===== src/rtl/regfile_arb_pkg.sv =====
// Shared types and constants for the register-file write-back arbiter.
package regfile_arb_pkg;

    localparam int ARB_DATA_W = 32;
    localparam int ARB_ADDR_W = 5;

    localparam logic GRANT_ALU = 1'b0;
    localparam logic GRANT_MEM = 1'b1;

    typedef struct packed {
        logic                  valid;
        logic [ARB_ADDR_W-1:0] addr;
        logic [ARB_DATA_W-1:0] data;
    } wb_entry_t;

endpackage


===== src/rtl/regfile_write_arbiter_if.sv =====
// Bus bundle between the write-back sources, the register-file write port and decode hazard queries.
interface regfile_write_arbiter_if
    import regfile_arb_pkg::*;
#(
    parameter int DATA_W = ARB_DATA_W,
    parameter int ADDR_W = ARB_ADDR_W
);
    logic              Alu_Valid;
    logic              Alu_Ready;
    logic [ADDR_W-1:0] Alu_Addr;
    logic [DATA_W-1:0] Alu_Data;
    logic              Mem_Valid;
    logic              Mem_Ready;
    logic [ADDR_W-1:0] Mem_Addr;
    logic [DATA_W-1:0] Mem_Data;
    logic              Write_Register;
    logic [ADDR_W-1:0] Write_Addr;
    logic [DATA_W-1:0] Write_Data;
    logic [ADDR_W-1:0] Query_Addr1;
    logic [ADDR_W-1:0] Query_Addr2;
    logic              Query_Hazard1;
    logic              Query_Hazard2;
    logic              Last_Grant;

    modport master (
        output Alu_Valid, Alu_Addr, Alu_Data, Mem_Valid, Mem_Addr, Mem_Data,
               Query_Addr1, Query_Addr2,
        input  Alu_Ready, Mem_Ready, Write_Register, Write_Addr, Write_Data,
               Query_Hazard1, Query_Hazard2, Last_Grant
    );

    modport slave (
        input  Alu_Valid, Alu_Addr, Alu_Data, Mem_Valid, Mem_Addr, Mem_Data,
               Query_Addr1, Query_Addr2,
        output Alu_Ready, Mem_Ready, Write_Register, Write_Addr, Write_Data,
               Query_Hazard1, Query_Hazard2, Last_Grant
    );

endinterface


===== src/rtl/wb_holding_slot.sv =====
// One-entry holding slot for a write-back source: handshake, zero-register drop, load/free.
module wb_holding_slot
    import regfile_arb_pkg::*;
#(
    parameter int DATA_W = ARB_DATA_W,
    parameter int ADDR_W = ARB_ADDR_W
) (
    input  logic              Clock,
    input  logic              Reset_n,
    input  logic              req_valid,
    output logic              req_ready,
    input  logic [ADDR_W-1:0] req_addr,
    input  logic [DATA_W-1:0] req_data,
    input  logic              issue,
    output logic              held_valid,
    output logic [ADDR_W-1:0] held_addr,
    output logic [DATA_W-1:0] held_data
);

    logic accept;

    // A slot being issued this cycle is free again at the edge, so it may reload.
    assign req_ready = Reset_n && (!held_valid || issue);
    assign accept    = req_valid && req_ready;

    always_ff @(posedge Clock or negedge Reset_n) begin
        if (!Reset_n) begin
            held_valid <= 1'b0;
        end else if (accept) begin
            held_valid <= (req_addr != '0);
        end else if (issue) begin
            held_valid <= 1'b0;
        end
    end

    // Payload is only observed while held_valid is set, so it needs no reset.
    always_ff @(posedge Clock) begin
        if (accept) begin
            held_addr <= req_addr;
            held_data <= req_data;
        end
    end

endmodule


===== src/rtl/regfile_write_arbiter.sv =====
// Round-robin arbiter sharing the register-file write port between ALU and load write-back.
module regfile_write_arbiter
    import regfile_arb_pkg::*;
#(
    parameter int DATA_W = ARB_DATA_W,
    parameter int ADDR_W = ARB_ADDR_W
) (
    input logic                    Clock,
    input logic                    Reset_n,
    regfile_write_arbiter_if.slave bus
);

    logic              alu_vld, mem_vld;
    logic [ADDR_W-1:0] alu_addr, mem_addr;
    logic [DATA_W-1:0] alu_data, mem_data;
    logic              sel_mem, issue_alu, issue_mem, any_vld;
    logic              last_grant_q;
    logic              wr_vld_p1;
    logic [ADDR_W-1:0] wr_addr_p1;
    logic [DATA_W-1:0] wr_data_p1;

    function automatic logic reg_hazard(
        input logic [ADDR_W-1:0] q,
        input logic              a_vld,
        input logic [ADDR_W-1:0] a_addr,
        input logic              m_vld,
        input logic [ADDR_W-1:0] m_addr,
        input logic              w_vld,
        input logic [ADDR_W-1:0] w_addr
    );
        return (q != '0) && ((a_vld && a_addr == q) || (m_vld && m_addr == q) ||
                             (w_vld && w_addr == q));
    endfunction

    wb_holding_slot #(.DATA_W(DATA_W), .ADDR_W(ADDR_W)) u_alu_slot (
        .Clock     (Clock),
        .Reset_n   (Reset_n),
        .req_valid (bus.Alu_Valid),
        .req_ready (bus.Alu_Ready),
        .req_addr  (bus.Alu_Addr),
        .req_data  (bus.Alu_Data),
        .issue     (issue_alu),
        .held_valid(alu_vld),
        .held_addr (alu_addr),
        .held_data (alu_data)
    );

    wb_holding_slot #(.DATA_W(DATA_W), .ADDR_W(ADDR_W)) u_mem_slot (
        .Clock     (Clock),
        .Reset_n   (Reset_n),
        .req_valid (bus.Mem_Valid),
        .req_ready (bus.Mem_Ready),
        .req_addr  (bus.Mem_Addr),
        .req_data  (bus.Mem_Data),
        .issue     (issue_mem),
        .held_valid(mem_vld),
        .held_addr (mem_addr),
        .held_data (mem_data)
    );

    // Same destination: load goes first so the ALU value is what remains in the register.
    always_comb begin
        sel_mem = 1'b0;
        if (mem_vld && !alu_vld) begin
            sel_mem = 1'b1;
        end else if (mem_vld && alu_vld) begin
            sel_mem = (alu_addr == mem_addr) || (last_grant_q == GRANT_ALU);
        end
    end

    assign any_vld   = alu_vld || mem_vld;
    assign issue_alu = alu_vld && !sel_mem;
    assign issue_mem = mem_vld && sel_mem;

    // Stage p1: registered write port toward the register file.
    always_ff @(posedge Clock or negedge Reset_n) begin
        if (!Reset_n) begin
            wr_vld_p1    <= 1'b0;
            wr_addr_p1   <= '0;
            wr_data_p1   <= '0;
            last_grant_q <= GRANT_MEM;
        end else begin
            wr_vld_p1 <= any_vld;
            if (any_vld) begin
                wr_addr_p1   <= sel_mem ? mem_addr : alu_addr;
                wr_data_p1   <= sel_mem ? mem_data : alu_data;
                last_grant_q <= sel_mem ? GRANT_MEM : GRANT_ALU;
            end
        end
    end

    assign bus.Write_Register = wr_vld_p1;
    assign bus.Write_Addr     = wr_addr_p1;
    assign bus.Write_Data     = wr_data_p1;
    assign bus.Last_Grant     = last_grant_q;

    assign bus.Query_Hazard1 = reg_hazard(bus.Query_Addr1, alu_vld, alu_addr, mem_vld, mem_addr,
                                          wr_vld_p1, wr_addr_p1);
    assign bus.Query_Hazard2 = reg_hazard(bus.Query_Addr2, alu_vld, alu_addr, mem_vld, mem_addr,
                                          wr_vld_p1, wr_addr_p1);

endmodule


===== src/flat_wrapper.sv =====
// flat-port wrapper written by rule: the top's interface ports become plain ports
module regfile_write_arbiter_flat import regfile_arb_pkg::*;
#(
    parameter int DATA_W = ARB_DATA_W,
    parameter int ADDR_W = ARB_ADDR_W
)
  (Clock, Reset_n, bus_Alu_Valid, bus_Alu_Addr, bus_Alu_Data, bus_Mem_Valid, bus_Mem_Addr, bus_Mem_Data, bus_Query_Addr1, bus_Query_Addr2, bus_Alu_Ready, bus_Mem_Ready, bus_Write_Register, bus_Write_Addr, bus_Write_Data, bus_Query_Hazard1, bus_Query_Hazard2, bus_Last_Grant);
  regfile_write_arbiter_if #(.DATA_W(DATA_W), .ADDR_W(ADDR_W)) bus_i ();
  input logic Clock;
  input logic Reset_n;
  input wire logic [$bits(bus_i.Alu_Valid)-1:0] bus_Alu_Valid;
  input wire logic [$bits(bus_i.Alu_Addr)-1:0] bus_Alu_Addr;
  input wire logic [$bits(bus_i.Alu_Data)-1:0] bus_Alu_Data;
  input wire logic [$bits(bus_i.Mem_Valid)-1:0] bus_Mem_Valid;
  input wire logic [$bits(bus_i.Mem_Addr)-1:0] bus_Mem_Addr;
  input wire logic [$bits(bus_i.Mem_Data)-1:0] bus_Mem_Data;
  input wire logic [$bits(bus_i.Query_Addr1)-1:0] bus_Query_Addr1;
  input wire logic [$bits(bus_i.Query_Addr2)-1:0] bus_Query_Addr2;
  output wire logic [$bits(bus_i.Alu_Ready)-1:0] bus_Alu_Ready;
  output wire logic [$bits(bus_i.Mem_Ready)-1:0] bus_Mem_Ready;
  output wire logic [$bits(bus_i.Write_Register)-1:0] bus_Write_Register;
  output wire logic [$bits(bus_i.Write_Addr)-1:0] bus_Write_Addr;
  output wire logic [$bits(bus_i.Write_Data)-1:0] bus_Write_Data;
  output wire logic [$bits(bus_i.Query_Hazard1)-1:0] bus_Query_Hazard1;
  output wire logic [$bits(bus_i.Query_Hazard2)-1:0] bus_Query_Hazard2;
  output wire logic [$bits(bus_i.Last_Grant)-1:0] bus_Last_Grant;
  assign bus_i.Alu_Valid = bus_Alu_Valid;
  assign bus_i.Alu_Addr = bus_Alu_Addr;
  assign bus_i.Alu_Data = bus_Alu_Data;
  assign bus_i.Mem_Valid = bus_Mem_Valid;
  assign bus_i.Mem_Addr = bus_Mem_Addr;
  assign bus_i.Mem_Data = bus_Mem_Data;
  assign bus_i.Query_Addr1 = bus_Query_Addr1;
  assign bus_i.Query_Addr2 = bus_Query_Addr2;
  assign bus_Alu_Ready = bus_i.Alu_Ready;
  assign bus_Mem_Ready = bus_i.Mem_Ready;
  assign bus_Write_Register = bus_i.Write_Register;
  assign bus_Write_Addr = bus_i.Write_Addr;
  assign bus_Write_Data = bus_i.Write_Data;
  assign bus_Query_Hazard1 = bus_i.Query_Hazard1;
  assign bus_Query_Hazard2 = bus_i.Query_Hazard2;
  assign bus_Last_Grant = bus_i.Last_Grant;
  regfile_write_arbiter #(.DATA_W(DATA_W), .ADDR_W(ADDR_W)) u_core (.Clock(Clock), .Reset_n(Reset_n), .bus(bus_i));
endmodule

===== config.mk =====
export PLATFORM = sky130hd
export DESIGN_NAME = regfile_write_arbiter_flat
export DESIGN_NICKNAME = d
export VERILOG_FILES = /design/src/rtl/regfile_arb_pkg.sv /design/src/rtl/regfile_write_arbiter_if.sv /design/src/rtl/wb_holding_slot.sv /design/src/rtl/regfile_write_arbiter.sv /design/src/flat_wrapper.sv
export SDC_FILE = /design/constraint.sdc
export NUM_CORES = 1
export LEC_CHECK = 0
export CORE_MARGIN = 5
export CORE_UTILIZATION = 30
export DETAILED_ROUTE_END_ITERATION = 8
export PLACE_DENSITY = 0.53
export REMOVE_ABC_BUFFERS = 1
export SLEW_MARGIN = 20
export SYNTH_ARGS = -nofsm -noshare
export SYNTH_HDL_FRONTEND = slang
export SYNTH_SLANG_ARGS = --single-unit

===== constraint.sdc =====
create_clock -name Clock -period 4.1 [get_ports Clock]
set_clock_uncertainty 0.1 [all_clocks]
set_input_delay 0.615 -clock Clock [delete_from_list [all_inputs] [get_ports Clock]]
set_output_delay 0.615 -clock Clock [all_outputs]
set_load 0.005 [all_outputs]

==> results.py <==
metrics = {
    "synthesis": {
        "syn_inst": 412,
        "async_flop_share": 0.357,
        "synth_flop_cell": "edfxtp_1",
        "synth_top_family_by_area": "compound AO/OA/AOI/OAI gates",
        "synth-xor-area-share": 0.0571,
        "yosys.area.top_type_share": 0.414,
        "synth.distinct_cells": 34,
        "yosys.area_share.simple": 0.134,
        "synth_adder_area_share": 0,
        "synth_edf_count": 74,
        "synth_warnings": 0,
        "yosys-top-cells-count": "edfxtp_1 (74), nor2b_1 (68), nor2_1 (41)",
        "yosysTopAreaCell": "edfxtp_1",
        "synth_area_leaders": "edfxtp_1 (41%), dfrtp_1 (19%), a221oi_2 (8.4%)",
        "ys_seq_area_frac": 0.605,
        "synth.mux.area_fraction": 0,
        "synth.avg_cell_area_um2": 13.0,
        "synth_compound_area_frac": 0.171,
        "syn_area_um2": 5370,
        "yosysMostFrequentCell": "edfxtp_1",
        "synth-seq-cells": 115,
    },
    "setup_path": {
        "worst_path_largest_cell_delay_ns": 0.51,
        "r2r_slack_ns": 1.32,
        "rr_startpoint": "u_core.u_mem_slot.held_addr[1]",
        "path_cells": "xor2_1 > or2_1 > o21ai_0 > a31oi_1 > clkdlybuf4s50_1",
        "end_kind": "output port",
        "cp.arrival_ns": 2.62,
        "crit_path_top_delay_cell": "edfxtp_1",
        "reg2reg_depth": 5,
        "cp_max_fo": 4,
        "start_kind": "flip-flop",
        "timing.rr.end": "u_core.u_mem_slot.held_data[22]",
        "critPathKind": "reg2out",
        "worstPathRequired_ns": 3.38,
    },
    "sta": {
        "period_share": 0.813,
        "rsz0062_at_grt": "false",
        "finalHoldViolCount": 0,
        "max_freq_mhz": 300,
        "whs_ns": 0.0773,
        "slew_headroom": 0.431,
        "setup_slack_ns": 0.765,
        "worstMarginPinSlew_ns": 0.854,
        "drv_slew": 0,
        "setup_viol": 0,
        "post-route-min-period_ns": 3.34,
    },
    "power_and_ir_drop": {
        "p_leak_nw": 2.67,
        "ir_drop_v": 0.000267,
        "swShare": 0.252,
        "pwr-share-comb": 0.208,
        "clkPwrFrac": 0.389,
        "p_seq_frac": 0.404,
        "internal-power_mw": 2.79,
        "p_switching_mw": 0.940,
        "cellPowerDensity_nw_per_um2": 498,
    },
    "routing": {
        "wl_met2_um": 7730,
        "drtAntennaViolNets": 0,
        "first_pass_iters": 4,
        "vias": 3809,
        "wl_per_cell_um": 19.0,
        "drcViolationCount": 0,
        "drt-initial-drc-count": 186,
        "drt_wl_total_um": 14800,
        "met3WireLength_um": 709,
        "dr.max_layer_used": "met4",
        "vias_per_cell": 4.88,
        "m1WireLength_um": 6090,
    },
    "hold_path": {
        "min_path_type": "in2async",
    },
    "die": {
        "fp.dieW_um": 144,
        "die_area_um2": 20700,
        "die_h_um": 144,
        "io_pins": 131,
        "core_um2": 17800,
        "initial_core_util": 0.302,
        "fp-row-count": 49,
    },
    "clock_tree": {
        "root_buffer": "clkbuf_16",
        "post_cts_buffers": 0,
        "cts_buffers": 17,
        "cts.htree.levels": 4,
        "cts_tree": "yes",
        "cts_sinks": 115,
        "cts.hold.buffers_added": 0,
        "clk_latency_ns": 0.41,
        "cts.clk_slew.worst_paths_ns": 0.05,
        "ctsResizeCount": 0,
        "cts_buffer_depth": 2,
    },
    "global_route": {
        "grt_pass1_wl_um": 23000,
        "grt_pass1_vias": 4076,
        "grt_usage": 0.149,
        "grt_max_degree": 54,
        "grt_antenna_before_repair": 0,
        "grt_overflow_total": 0,
    },
    "run_status": {
        "outcome": "finished clean",
    },
    "place": {
        "dp.cells": 749,
        "place_ws_ns": 0.889,
        "gp_congestion": 0.825,
        "placed_area_um2": 6910,
        "portBuffers": 130,
        "post-dp-hpwl_um": 9740,
    },
    "run": {
        "maxCapViolations": 0,
    },
    "cells_and_area": {
        "stdcell_count": 781,
        "fin_nets": 627,
        "area_growth_syn_to_layout_pct": 39.5,
        "design_area_um2": 7490,
        "diodes": 0,
        "drive_above_1_share": 0.139,
        "fin_util": 0.421,
    },
}
## power by group through the flow
stage               Combinational [mW]  Sequential, mW  Clock [mW]
detailed placement               0.788            1.52           0
finish                           0.774            1.50        1.45
floorplan                        0.343            1.51           0
CTS                              0.792            1.51        1.48
global route                     0.848            1.52        1.54
global placement                 0.771            1.52           0
## cell usage in the layout, fill, tap and decap left out, types with 5 or more instances in the layout
master and n:
a211oi_1 40, a21oi_1 6, a221oi_2 30, a311oi_1 5
buf_4 8, clkbuf_1 5, clkbuf_16 17, clkdlybuf4s50_1 129
dfrtp_1 38, edfxtp_1 74, inv_1 6, nor2_1 41
nor2b_1 68, nor4_1 6, xnor2_1 9, xor2_1 26
## kinds of logic after synthesis
group,count (synthesis)
compound gates,92
xor+xnor,35
buf+inv,37
flops,115
simple gates,133
## area by class of cell
cell class / instances / area [µm²]
fillers: 1669 / 10300
flip-flops and latches: 115 / 3250
multi-input cells: 260 / 1970
repair buffers: 139 / 1380
clock buffers: 26 / 499
well taps: 229 / 287
clock inverters: 6 / 80.1
inverters: 6 / 22.5
## worst max-delay path by stage
stage               cells past startpoint                             end  slack [ns]                           start
finish                                  5                   bus_Alu_Ready        0.76  u_core.u_mem_slot.held_addr[4]
global route                            5                   bus_Alu_Ready        0.62  u_core.u_mem_slot.held_addr[4]
CTS                                     5                   bus_Alu_Ready        0.71  u_core.u_mem_slot.held_addr[4]
detailed placement                      6               bus_Query_Hazard1        0.89              bus_Query_Addr1[2]
global placement                        6               bus_Query_Hazard2        0.98              bus_Query_Addr2[1]
floorplan                               3  u_core.u_mem_slot.held_addr[0]       -0.46    u_core.u_alu_slot.held_valid
## registers in the layout, summed over array words and instances (netlist names)
name	flops
u_core.bus.Write_Data	32
u_core.u_mem_slot.held_valid	1
u_core.u_alu_slot.held_addr	5
u_core.bus.Write_Register	1
u_core.u_mem_slot.held_addr	5
u_core.bus.Last_Grant	1
u_core.bus.Write_Addr	5
u_core.u_alu_slot.held_data	32
u_core.u_mem_slot.held_data	32
u_core.u_alu_slot.held_valid	1
## routing by layer
layer,vias to the layer above,GRT usage
li1,1798,-
met1,1860,0.182
met2,123,0.256
met3,28,0.0383
met4,0,0.0540
met5,-,0
## critical path: cells and delay by family (launching register included)
kind / cells / cell delay (ns)
DFF: 1 / 0.51
and+or+nand+nor: 1 / 0.30
xor gates and xnor gates: 1 / 0.23
AOI/OAI and AO/OA: 2 / 0.69
buffers and inverters: 1 / 0.49
## metrics by stage
stage / total power [mW] / setup TNS (ns)
finish: 3.73 / 0
global route: 3.91 / 0
CTS: 3.78 / 0
detailed placement: 2.31 / 0
global placement: 2.29 / 0
floorplan: 1.86 / -17.08
Power figures use the tool's default switching activity.
